### src/rtl/jk_count_ctrl.sv
// Sequencer that drives the J/K inputs of an external JK flip-flop bank so the bank behaves
// as a programmable modulo up/down counter with load, clear, stop and terminal-count pulse.
module jk_count_ctrl #(
  parameter int unsigned WIDTH = 4
) (
  input  logic             clock,
  input  logic             reset,
  input  logic [WIDTH-1:0] q_in,
  output logic [WIDTH-1:0] j_out,
  output logic [WIDTH-1:0] k_out,
  input  logic             cmd_valid,
  input  logic [2:0]       cmd_op,
  input  logic [WIDTH-1:0] cmd_data,
  output logic             cmd_ready,
  output logic             running,
  output logic             tc_pulse
);

  typedef enum logic [1:0] {StIdle, StRun, StLoad, StClear} state_e;

  localparam logic [2:0] OpStop    = 3'd0;
  localparam logic [2:0] OpRunUp   = 3'd1;
  localparam logic [2:0] OpRunDown = 3'd2;
  localparam logic [2:0] OpLoad    = 3'd3;
  localparam logic [2:0] OpClear   = 3'd4;

  state_e           state_q;
  logic [WIDTH-1:0] mod_q;
  logic             dir_q;
  logic             resume_q;
  logic [WIDTH-1:0] ld_q;
  logic             tc_q;

  logic             wrap;
  logic [WIDTH-1:0] next_cnt;

  // Wrap condition also covers a loaded value above the modulus and mod_q == 0.
  always_comb begin
    wrap     = 1'b0;
    next_cnt = '0;
    if (!dir_q) begin
      wrap     = (q_in >= mod_q);
      next_cnt = wrap ? '0 : q_in + WIDTH'(1);
    end else begin
      wrap     = (q_in == '0) || (q_in > mod_q);
      next_cnt = wrap ? mod_q : q_in - WIDTH'(1);
    end
  end

  always_comb begin
    j_out = '0;
    k_out = '0;
    unique case (state_q)
      StLoad: begin
        j_out = ld_q;
        k_out = ~ld_q;
      end
      StClear: k_out = '1;
      // Toggle only the bits that differ between current and next count.
      StRun: begin
        j_out = q_in ^ next_cnt;
        k_out = q_in ^ next_cnt;
      end
      default: ;
    endcase
  end

  always_ff @(posedge clock or posedge reset) begin
    if (reset) begin
      state_q  <= StIdle;
      mod_q    <= '1;
      dir_q    <= 1'b0;
      resume_q <= 1'b0;
      ld_q     <= '0;
      tc_q     <= 1'b0;
    end else begin
      tc_q <= (state_q == StRun) && wrap;
      unique case (state_q)
        StIdle, StRun: begin
          if (cmd_valid) begin
            case (cmd_op)
              OpStop: state_q <= StIdle;
              OpRunUp, OpRunDown: begin
                state_q <= StRun;
                mod_q   <= cmd_data;
                dir_q   <= cmd_op[1];
              end
              OpLoad: begin
                state_q  <= StLoad;
                ld_q     <= cmd_data;
                resume_q <= (state_q == StRun);
              end
              OpClear: begin
                state_q  <= StClear;
                resume_q <= (state_q == StRun);
              end
              default: ;
            endcase
          end
        end
        StLoad, StClear: state_q <= resume_q ? StRun : StIdle;
        default: state_q <= StIdle;
      endcase
    end
  end

  assign cmd_ready = (state_q == StIdle) || (state_q == StRun);
  assign running   = (state_q == StRun);
  assign tc_pulse  = tc_q;

endmodule

### config.mk
export PLATFORM = sky130hd
export DESIGN_NAME = jk_count_ctrl
export DESIGN_NICKNAME = d
export VERILOG_FILES = /design/src/rtl/jk_count_ctrl.sv
export SDC_FILE = /design/constraint.sdc
export NUM_CORES = 1
export LEC_CHECK = 0
export ABC_AREA = 1
export BUFFER_PORTS_ARGS = -buffer_cell sky130_fd_sc_hd__buf_2
export CORE_MARGIN = 3
export CORE_UTILIZATION = 50
export CTS_CLUSTER_SIZE = 30
export DETAILED_ROUTE_END_ITERATION = 7
export HOLD_SLACK_MARGIN = 0.06
export PLACE_DENSITY = 0.75
export SLEW_MARGIN = 15
export SYNTH_ARGS = -nofsm -noshare
export SYNTH_HDL_FRONTEND = slang
export SYNTH_SLANG_ARGS = --single-unit
### constraint.sdc
create_clock -name clock -period 2.4 [get_ports clock]
set_input_delay 0.24 -clock clock [delete_from_list [all_inputs] [get_ports clock]]
set_output_delay 0.24 -clock clock [all_outputs]
set_load 0.05 [all_outputs]
== Word level (Yosys, flattened, before mapping) ==
Index checks and enable logic that the tools add are counted.

* Flip-flop bits (word level): 13
* Bits of input ports: 14
* Output and inout bits: 11
* Logic and storage cells: 45

* Add/subtract/negate cells: 2
* Magnitude comparators: 2
* Equality and inequality tests: 9
* Multiplexer cells: 10
* Bitwise gates (word level): 2
* Reductions and logical operators: 14

{| class="wikitable"
|+ Operator list
! kind !! count
|-
| 2-to-1 mux 4 bit || 3
|-
| one-hot mux 4 bit (3 select lines) || 1
|-
| AND reduction 3 bit || 3
|-
| one-hot mux 2 bit (4 select lines) || 1
|-
| one-hot mux 4 bit (2 select lines) || 1
|-
| OR reduction 2 bit || 4
|-
| == test 3 x 2 -> 1 bit, second input constant || 2
|-
| != test 5 x 1 -> 1 bit, second input constant || 1
|-
| adder 4 x 1 -> 4 bit, second input constant || 1
|-
| == test 2 bit, second input constant || 2
|-
| greater-or-equal comparator 4 bit || 1
|-
| > comparator 4 bit || 1
|-
| zero test 4 bit || 1
|-
| inverter 4 bit || 1
|-
| one-hot mux 2 bit (2 select lines) || 1
|-
| subtractor 4 x 1 -> 4 bit, second input constant || 1
|-
| XOR 4 bit || 1
|-
| == test 3 x 1 -> 1 bit, second input constant || 1
|-
| == test 3 bit, second input constant || 1
|-
| zero test 3 bit || 1
|-
| == test 2 x 1 -> 1 bit, second input constant || 1
|-
| zero test 2 bit || 1
|-
| logical OR 1 bit || 2
|-
| 2-to-1 mux 1 bit || 2
|-
| other kinds (4) || 4
|}

== Logic depth before layout (Yosys ltp) ==
Gate-level depths: netlist (run 1).

* Depth in word-level cells: 6
* Mapped depth: 15
* Mapped depth without buffers: 15

== Least setup slack after synthesis (run 1) ==
Ideal clock, no wire load.

* Path type: register -> output
* Start: reg mod_q[3]
* End: out j_out[2]
* Arrival time: 2.361 ns
* Slack: -0.201 ns
* Stages on the path, launching flop included: 12
* Cell sequence: dfstp_2 > inv_1 > ha_1 > nand2_1 > clkinv_1 > nand3_1 > nand4_1 > inv_1 > nand2_1 > nand3_1 > nand3_1 > a21oi_1

* Word-level cells in the longest chain between the ends: 6
* Elaborated cells on any way between the ends: 8
* Classes of those cells: order compare (2); mux (4); bitwise (1); reduce/logical (1)

{| class="wikitable"
|+ RTL lines
! item !! RTL line !! source
|-
| from (decl) || 28 || <nowiki>logic [WIDTH-1:0] mod_q;</nowiki>
|-
| from (signal assigned) || 85 || <nowiki>mod_q <= cmd_data;</nowiki>
|-
| > comparator 4 bit || 45 || <nowiki>wrap = (q_in == '0) || (q_in > mod_q);</nowiki>
|-
| logical OR 1 bit || 45 ||
|-
| 2-to-1 mux 4 bit || 46 || <nowiki>next_cnt = wrap ? mod_q : q_in - WIDTH'(1);</nowiki>
|-
| 2-to-1 mux 4 bit * || 41 || <nowiki>if (!dir_q) begin</nowiki>
|-
| XOR 4 bit * || 61 || <nowiki>j_out = q_in ^ next_cnt;</nowiki>
|-
| one-hot mux 4 bit (2 select lines) * || 53 || <nowiki>unique case (state_q)</nowiki>
|-
| to (decl) || 9 || <nowiki>output logic [WIDTH-1:0] j_out,</nowiki>
|}

Every way passes the cells marked *; elsewhere a longest branch is shown, timed or not.

== Worst setup path in the final report (run 1) ==
* Start: reg mod_q[3]
* End: out k_out[3]

* Word-level cells in the longest chain between the ends: 6
* Elaborated cells on any way between the ends: 8
* Classes of those cells: order compare (2); mux (4); bitwise (1); reduce/logical (1)

{| class="wikitable"
|+ RTL lines
! item !! RTL line !! source
|-
| > comparator 4 bit || 45 ||
|-
| logical OR 1 bit || 45 ||
|-
| 2-to-1 mux 4 bit || 46 ||
|-
| 2-to-1 mux 4 bit * || 41 ||
|-
| XOR 4 bit * || 62 || <nowiki>k_out = q_in ^ next_cnt;</nowiki>
|-
| one-hot mux 4 bit (3 select lines) * || 53 ||
|-
| to (decl) || 10 || <nowiki>output logic [WIDTH-1:0] k_out,</nowiki>
|}

Marks and branches as above.

==> out/results.ini, run 1 <==
[timing]
hold_viol = 0
max_slew_margin_pct = 68.0
fin_ws_ps = -177
worst_pin_slew_ps = 479
grt_setup_unrepaired = true
finalCritPeriodShare_pct = 107
layout_min_cycle_time_ps = 2580
fin_skew_ps = 3.13
setup_viol = 8
slew_viol_final = 0
max_freq_mhz = 388

[clock_network]
path_clk_slew_ps = 80
cts_root_buf = clkbuf_4
htreeDepth = 1
clock_sinks = 13
numCtsBuffers = 3
cts_tree = built
clock_path_buffers = 2
insertion_delay_ps = 280

[global_route]
grt_overflow = 0
grt_pass1_wl_um = 4670
grt_start_max_net_pins = 14
antenna_found_initial = 0
grt_pass1_vias = 1052
track_usage_pct = 23.3

[synthesis]
yosysSeqAreaShare_pct = 30.9
synth_flop_cell = dfrtp_1
synth_edf_count = 0
syn_area_um2 = 1070
synth_cells = 162
synth_top_area_cell = dfrtp_1
ys_ff_latch = 13
yosysMostFrequentCell = nand2_1
yosysWarningCount = 0
synthArstFlopShare_pct = 100
yosysTopAreaCellShare_pct = 21.1
synth_common_cells = nand2_1 (43), inv_1 (29), a21oi_1 (17)
synth_nets = 186
synth.distinct_cells = 20
synth.avg_cell_area_um2 = 6.60
yosys-top-cells-area = dfrtp_1 (21%), nand2_1 (15%), ha_1 (12%)

[critical_path]
critPathRequiredTime_ps = 2160
crit_type = register to output pin
end_kind = output pin
worst_setup_path_start_kind = register
cp_max_fo = 3
crit_arrival_ps = 2340

[power]
ir_worst_vdd_mv = 0.992
power.total_mw = 2.33
leakagePower_nw = 0.769
power_density_nw_per_um2 = 1540

[cells_and_area]
final_net_count = 222
utilization_pct = 75.6
area_growth_pct = 41.5
fillers = 155
final_layout_size_suffix_gt1_share_pct = 37.6
stdcell_area_um2 = 1510
n_antenna_cell = 0

[route]
wirelength_um = 2980
viasPerCell = 5.40
top_layer = met4
drt_iter0_drc = 35
postRouteAntennaNets = 0
dr.pass1.iters = 4
met2_length_um = 1460
wirelength_met1_um = 1260
dr_wl_met3_um = 197
vias = 1209
post_drt_wl_per_cell_um = 13.3
drc = 0

[place]
portBuffers = 24
preCtsSetupSlack_ps = -67.5
gp_congestion = 0.826
hpwl_um = 2110
place_area_um2 = 1240

[floorplanning]
dieArea_um2 = 2730
core.rowCount = 16
initial_utilization_pct = 53.4
die_w_um = 52.3
die_h_um = 52.3
ios = 25
core_area_um2 = 2000

[run_status]
status = finished, violations left
violations = setup timing

[worst_hold_path]
hold_class = primary input to register

[job]
drv_cap = 0

report_power, final:
part           leakage, nW  internal [mW]  switching [mW]
sequential           0.153          0.349           0.103
combinational        0.601          0.628            1.11
clock               0.0150         0.0645          0.0702
total                0.769           1.04            1.28
layout by cell type, fill, tap and decap left out, types with 2 or more instances in the layout:
cell	netlist	routed
buf_2	0	16
o21ai_0	14	14
nand3_1	16	10
ha_1	10	7
dfrtp_1	9	9
inv_4	0	2
inv_1	29	24
dfstp_2	4	4
ha_4	0	3
clkbuf_4	0	3
a21oi_1	17	8
nand2_2	2	7
buf_4	0	8
nand3_2	0	5
nand2_1	43	35
nand2_4	0	3
a21oi_2	0	9
buf_6	0	8
nand4_1	2	2
nor2_1	7	7
inv_2	0	4
final cells by class:
type                    instances  area, µm²  share of cell area [%]
multi-input cells             117        766                    50.6
flip-flops and latches         13        330                    21.8
repair buffers                 33        240                    15.9
inverters                      30        118                    7.77
well taps                      27       33.8                    2.23
clock buffers                   4       26.3                    1.74
metal layers:
layer,vias up,track usage [%]
li1,593,-
met1,557,28.2
met2,53,41.6
met3,6,4.56
met4,0,6.81
met5,-,0
what timing repair did:
item / in CTS / in global routing
pin swaps: 14 / 12
endpoints found under the hold margin: 9 / 0
resized for setup: 35 / 14
buffers inserted: 4 / 3
hold buffers: 1 / 0
endpoints found under the setup margin: 8 / 8
stage by stage:
step	cells	hold slack, ps	setup TNS, ps
4_1_cts	221	199	-701
6_report	224	206	-1070
5_1_grt	224	238	-2200
2_1_floorplan	162	114	-401
3_5_place_dp	212	280	-320
3_3_place_gp	212	275	0
critical path: stages, from the launching register on:
cell and delay, ps:
dfstp_2 560, inv_4 50, ha_4 270, nand2_4 50
inv_4 60, nand3_4 80, nand4_1 200, buf_4 160
nand2_2 40, inv_2 50, nand2_2 50, nand3_2 70
nand2_2 70, a21oi_2 170, buf_6 180
flip-flops by register name (all words and copies together), names as in the netlist:
register,count
ld_q,4
mod_q,4
state_q,2
dir_q,1
resume_q,1
tc_pulse,1
cells by family (layout without fill, tap and decap cells):
family | count (synthesis) | count (layout) | share of synthesized area (%)
compound gates | 34 | 34 | 16.4
xor+xnor | 2 | 2 | 1.64
buf+inv | 32 | 67 | 11.3
flops | 13 | 13 | 30.9
fa+ha+maj | 10 | 10 | 11.7
simple gates | 71 | 71 | 28.1
worst paths after layout:
path / from / to / slack [ps] / depth (start not counted)
max: mod_q[3] / k_out[3] / -180 / 14
min: cmd_data[2] / mod_q[2] / 210 / 3
max reg2reg: state_q[1] / mod_q[1] / 620 / 6
min reg2reg: mod_q[0] / mod_q[0] / 530 / 2
max in group asynchronous: reset / mod_q[1] / 1530 / 3
min in group asynchronous: reset / ld_q[1] / 520 / 3
No activity file was read; power rests on OpenSTA's default activity.
==> inputs of run 2 (changes only) <==
- CELL_PAD_IN_SITES_DETAIL_PLACEMENT: unset -> 1
- CELL_PAD_IN_SITES_GLOBAL_PLACEMENT: unset -> 1
- CORE_ASPECT_RATIO: unset -> 0.6
- CORE_UTILIZATION: 50 -> 36
- PLACE_DENSITY: 0.75 -> unset
- PLACE_DENSITY_LB_ADDON: unset -> 0.1
==> run 2 against run 1 <==
Compared with the run above:
- the flow still finishes with violations (setup timing)
- via count grew 14%
- largest cell class unchanged
- register-to-register slack worse by 840 ps
- sequential share of layout area down 2.3 points
- highest routed layer unchanged
- power rose by 22%
- critical path type unchanged
==> out/results.ini, run 2 (same netlist as run 1, synthesis figures left out) <==
[run_status]
status = finished, violations left  ; unchanged
violations = setup timing  ; unchanged

[global_route]
track_usage_pct = 28.3  ; was 23.3%
grt_pass1_wl_um = 7630  ; was 4670 µm
grt_overflow = 0  ; unchanged
grt_pass1_vias = 1408  ; was 1,052
antenna_found_initial = 0  ; unchanged
grt_start_max_net_pins = 14  ; unchanged

[critical_path]
cp_max_fo = 3  ; unchanged
end_kind = output pin  ; unchanged
worst_setup_path_start_kind = register  ; unchanged
crit_type = register to output pin  ; unchanged
critPathRequiredTime_ps = 2160  ; about the same
crit_arrival_ps = 2380  ; was 2340 ps

[timing]
fin_setup_tns_ps = -1800  ; was -1070 ps
max_freq_mhz = 381  ; was 388 MHz
hold_viol = 0  ; unchanged
finalCritPeriodShare_pct = 109  ; was 107%
slew_viol_final = 0  ; unchanged
worst_pin_slew_ps = 554  ; was 479 ps
grt_setup_unrepaired = true  ; unchanged
fin_skew_ps = 4.93  ; was 3.13 ps
setup_viol = 9  ; was 8
fin_ws_ps = -224  ; was -177 ps
layout_min_cycle_time_ps = 2620  ; was 2580 ps
max_slew_margin_pct = 63.0  ; was 68.0%

[route]
drt_iter0_drc = 118  ; was 35
vias = 1382  ; was 1,209
post_drt_wl_per_cell_um = 21.1  ; was 13.3 µm
viasPerCell = 5.57  ; was 5.40
postRouteAntennaNets = 0  ; unchanged
wirelength_um = 5220  ; was 2980 µm
dr.pass1.iters = 4  ; unchanged
drc = 0  ; unchanged

[clock_network]
clock_path_buffers = 2  ; unchanged
path_clk_slew_ps = 60  ; was 80 ps
cts_tree = built  ; unchanged
insertion_delay_ps = 250  ; was 280 ps
htreeDepth = 1  ; unchanged
numCtsBuffers = 3  ; unchanged
clock_sinks = 13  ; unchanged
cts_root_buf = clkbuf_8  ; was clkbuf_4

[cells_and_area]
stdcell_area_um2 = 1690  ; was 1510 µm²
final_common_cell = nand2_1  ; unchanged
area_growth_pct = 58.4  ; was 41.5%
final_cell_mix = nand2_1 (32), inv_1 (23), buf_4 (18)  ; was nand2_1 (35), inv_1 (24), buf_2 (16)
final_layout_size_suffix_gt1_share_pct = 44.7  ; was 37.6%
finalNonFillerCells = 248  ; was 224
reg_top3 = ld_q (4), mod_q (4), state_q (2)  ; unchanged
n_antenna_cell = 0  ; unchanged
final_net_count = 233  ; was 222

[power]
power_density_nw_per_um2 = 1670  ; was 1540 nW/µm²
leakagePower_nw = 0.844  ; was 0.769 nW
ir_worst_vdd_mv = 0.709  ; was 0.992 mV

[place]
portBuffers = 24  ; unchanged
place_area_um2 = 1270  ; was 1240 µm²
dp.cells = 226  ; was 212
hpwl_um = 2760  ; was 2110 µm
gp_congestion = 0.826  ; about the same

[floorplanning]
dieArea_um2 = 3680  ; was 2730 µm²
die_w_um = 76.4  ; was 52.3 µm
ios = 25  ; unchanged
core_area_um2 = 2660  ; was 2000 µm²
initial_utilization_pct = 40.2  ; was 53.4%
die_h_um = 48.2  ; was 52.3 µm
core.rowCount = 14  ; was 16

[worst_hold_path]
hold_class = primary input to register  ; unchanged

[job]
drv_cap = 0  ; unchanged

[run 2: cell types whose count changed in the layout (fill, tap and decap cells not counted), moves of 3 or more]
cell / previous run / this run
clkbuf_8: 0 / 3
clkbuf_4: 3 / 0
a21oi_4: 0 / 3
buf_4: 8 / 18
nand2_1: 35 / 32
nand2_4: 3 / 6
[run 2: worst paths after layout]
path	end	depth (start not counted)	startpoint	slack (ps)
max	j_out[1]	14	mod_q[1]	-220
min	mod_q[3]	3	cmd_data[3]	260
max reg2reg	tc_pulse	14	mod_q[3]	-220
min reg2reg	mod_q[3]	2	mod_q[3]	530
max in group asynchronous	mod_q[0]	3	reset	1440
min in group asynchronous	dir_q	3	reset	580
[run 2: routing by layer]
metal | vias up | track usage (%) | wire length [µm] | part of all wire, %
met3 | 24 | 5.90 | 427 | 8.2
met4 | 0 | 12.3 | 208 | 4.0
li1 | 614 | - | - | -
met5 | - | 0 | 0 | 0
met1 | 654 | 34.1 | 2080 | 40
met2 | 90 | 52.0 | 2510 | 48
[run 2: area by class of cell]
class                      count  area [µm²]
clock inverter                 1        5.00
clock buffer                   3        41.3
inverter                      30         118
timing repair buffer          44         327
fill                         346         968
sequential                    13         330
tap                           40        50.0
multi-input combinational    117         823
[run 2: timing repair]
action / CTS / global route
gates resized for setup: 45 / 17
setup buffers: 14 / 3
hold buffers: 1 / 0
pin swaps: 17 / 17
endpoints found under the hold margin: 9 / 0
endpoints found under the setup margin: 8 / 9
[run 2: stage by stage]
| step | utilization, % | setup WS, ps | power, mW | hold WS (ps) |
|---|---|---|---|---|
| 2_1_floorplan | - | -201 | 1.44 | 114 |
| 3_3_place_gp | 47.7 | -63.6 | 1.74 | 302 |
| 3_5_place_dp | 47.7 | -115 | 1.80 | 314 |
| 4_1_cts | 60.3 | -133 | 2.50 | 240 |
| 5_1_grt | 63.6 | -306 | 2.98 | 302 |
| 6_report | 63.6 | -224 | 2.83 | 260 |
[run 2: worst max-delay path: stages, from the launching register on]
cell and delay [ps]:
dfstp_2 540, inv_2 50, ha_4 280, nand2_4 60, nand2_2 90, nand2_4 70, nand2_4 60, nand2_4 70
buf_4 130, nand3_1 80, nand3_1 120, nand3_1 110, nand3_2 110, a21oi_2 180, buf_6 180
[run 2: where the power goes]
group / internal (mW) / switching [mW] / leakage [nW] / total [mW]
registers: 0.350 / 0.122 / 0.153 / 0.472
clock network: 0.115 / 0.0915 / 0.0255 / 0.206
logic: 0.788 / 1.36 / 0.666 / 2.15
total: 1.25 / 1.58 / 0.844 / 2.83
==> inputs of run 3 (changes only) <==
- clock period: 2.4 -> 2.5 ns (I/O delays scaled with it)
==> run 3 against run 2 <==
Compared with the run above:
- the flow still finishes with violations (setup timing)
- combinational power fell by 17%
- worst setup slack gained 130 ps
- power down 15%
- global-route usage down 6.7 points
- largest cell class unchanged
==> out/results.ini, run 3 (same netlist as run 1, synthesis figures left out) <==
[run_status]
status = finished, violations left  ; unchanged
violations = setup timing  ; unchanged

[timing]
grt_setup_unrepaired = true  ; unchanged
worst_pin_slew_ps = 555  ; was 554 ps
slew_viol_final = 0  ; unchanged
hold_slack_ps = 242  ; was 260 ps
fin_ws_ps = -92.0  ; was -224 ps
layout_min_cycle_time_ps = 2590
max_slew_margin_pct = 63.0  ; about the same
hold_viol = 0  ; unchanged
setup_viol = 8  ; was 9
max_freq_mhz = 386
finalCritPeriodShare_pct = 104
fin_skew_ps = 6.20  ; was 4.93 ps
fin_setup_tns_ps = -376  ; was -1800 ps

[place]
portBuffers = 24  ; unchanged
preCtsSetupSlack_ps = -16.6  ; was -115 ps
hpwl_um = 2690  ; was 2760 µm
gp_congestion = 0.839  ; was 0.826
dp.cells = 224  ; was 226

[cells_and_area]
final_common_cell = nand2_1  ; unchanged
area_growth_pct = 47.1  ; was 58.4%
finalNonFillerCells = 236  ; was 248
reg_top3 = ld_q (4), mod_q (4), state_q (2)  ; unchanged
final_net_count = 221  ; was 233
n_antenna_cell = 0  ; unchanged
final_cell_mix = nand2_1 (32), inv_1 (24), buf_2 (16)  ; was nand2_1 (32), inv_1 (23), buf_4 (18)
final_layout_size_suffix_gt1_share_pct = 39.8  ; was 44.7%

[clock_network]
path_clk_slew_ps = 60  ; about the same
htreeDepth = 1  ; unchanged
clock_sinks = 13  ; unchanged
numCtsBuffers = 3  ; unchanged
clock_path_buffers = 2  ; unchanged
cts_root_buf = clkbuf_8  ; unchanged
insertion_delay_ps = 260  ; was 250 ps
cts_tree = built  ; unchanged

[critical_path]
crit_type = register to output pin  ; unchanged
cp_max_fo = 4  ; was 3
reg2regPathDepth = 6  ; was 14
reg2reg_slack_ps = 530  ; was -220 ps
end_kind = output pin  ; unchanged
worst_setup_path_start_kind = register  ; unchanged
cp_slowest_cell = dfstp_2  ; unchanged
r2r-end = mod_q[0]  ; was tc_pulse
worstSetupPathDepth = 12  ; was 14
r2r_start = state_q[1]  ; was mod_q[3]
critPathBufInv = 4  ; was 3
worstPathCellList = inv_2 > ha_4 > nand2_4 > clkinv_4 > nand3_4 > nand4_1 > inv_2 > nand4_1 > nand3_1 > nand2_2 > a21oi_2 > buf_6  ; was inv_2 > ha_4 > nand2_4 > nand2_2 > nand2_4 > nand2_4 > nand2_4 > buf_4 > nand3_1 > nand3_1 > nand3_1 > nand3_2 > a21oi_2 > buf_6
critPathTopFamily = simple AND/OR/NAND/NOR gates  ; unchanged
cpPeakStageDelay_ps = 540  ; about the same
critPathRequiredTime_ps = 2250  ; was 2160 ps
crit_arrival_ps = 2340  ; was 2380 ps

[power]
leakagePower_nw = 0.783  ; was 0.844 nW
sequentialPowerShare_pct = 18.1  ; was 16.7%
power_density_nw_per_um2 = 1540  ; was 1670 nW/µm²
power.total_mw = 2.42  ; was 2.83 mW
ir_worst_vdd_mv = 0.643  ; was 0.709 mV
comb_power_share_pct = 73.4  ; was 76.0%
clkPwrFrac_pct = 8.5  ; was 7.3%
p_sw_share_pct = 56.1  ; was 55.7%
switching_power_mw = 1.36  ; was 1.58 mW
internal_power_mw = 1.06  ; was 1.25 mW

[route]
vias = 1217  ; was 1,382
dr.pass1.iters = 4  ; unchanged
postRouteAntennaNets = 0  ; unchanged
drc = 0  ; unchanged
wirelength_um = 4020  ; was 5220 µm
viasPerCell = 5.16  ; was 5.57
post_drt_wl_per_cell_um = 17.0  ; was 21.1 µm
drt_iter0_drc = 95  ; was 118

[floorplanning]
die_w_um = 76.4  ; unchanged
dieArea_um2 = 3680  ; unchanged
initial_utilization_pct = 40.2  ; unchanged
die_h_um = 48.2  ; unchanged
core_area_um2 = 2660  ; unchanged
core.rowCount = 14  ; unchanged
ios = 25  ; unchanged

[global_route]
grt_start_max_net_pins = 14  ; unchanged
track_usage_pct = 21.6  ; was 28.3%
grt_pass1_wl_um = 5890  ; was 7630 µm
grt_overflow = 0  ; unchanged
antenna_found_initial = 0  ; unchanged
grt_pass1_vias = 1178  ; was 1,408

[job]
drv_cap = 0  ; unchanged

[worst_hold_path]
hp-start = cmd_data[2]  ; was cmd_data[3]
holdPathEnd = mod_q[2]  ; was mod_q[3]
worstHoldPathCells = 3  ; unchanged
hold_class = primary input to register  ; unchanged

## run 3: layer usage
layer  up-vias  track usage (%)  share of wire, %
met5         -                0                 0
met3         2             4.43               5.0
li1        590                -                 -
met2        34             38.0                47
met4         0             6.50              0.47
met1       591             28.0                48
## run 3: how the worst max path moves through the flow
| stage | start | endpoint | slack [ps] |
|---|---|---|---|
| after floorplan | mod_q[3] | j_out[2] | -110 |
| after global placement | mod_q[3] | k_out[3] | 20 |
| after detailed placement | mod_q[3] | k_out[2] | -20 |
| after CTS | mod_q[3] | j_out[3] | -3 |
| after global routing | mod_q[3] | j_out[3] | -200 |
| final | mod_q[3] | j_out[3] | -90 |
## run 3: power by group through the flow
stage	clock (mW)	combinational, mW	sequential (mW)
after floorplan	0	0.968	0.413
after global placement	0	1.21	0.427
after detailed placement	0	1.26	0.433
after CTS	0.205	1.58	0.430
after global routing	0.218	1.92	0.447
final	0.206	1.78	0.437
## run 3: final cells by class
| type | instances | area, µm² |
|---|---|---|
| Fill cell | 347 | 1090 |
| Multi-Input combinational cell | 117 | 801 |
| Sequential cell | 13 | 330 |
| Timing Repair Buffer | 32 | 229 |
| Inverter | 30 | 118 |
| Tap cell | 40 | 50.0 |
| Clock buffer | 3 | 41.3 |
| Clock inverter | 1 | 5.00 |
## run 3: through the flow
step	utilization (%)	area, µm²
2_1_floorplan	-	1090
3_3_place_gp	47.1	1250
3_5_place_dp	47.1	1250
4_1_cts	56.3	1500
5_1_grt	59.1	1570
6_report	59.1	1570
## run 3: worst register-to-register path, stage by stage (launching register included)
cell     delay (ps)
dfrtp_1         410
inv_1           110
ha_1            400
nor2_1          140
nor2_1          280
nand2_1         260
o21ai_0         270
## run 3: what timing repair did
action                     CTS  global route
pin swaps                   15            19
gates resized for setup     41            15
hold buffers                 1             0
setup endpoints to repair    8             8
hold endpoints to repair     9             0
buffers inserted             5             2
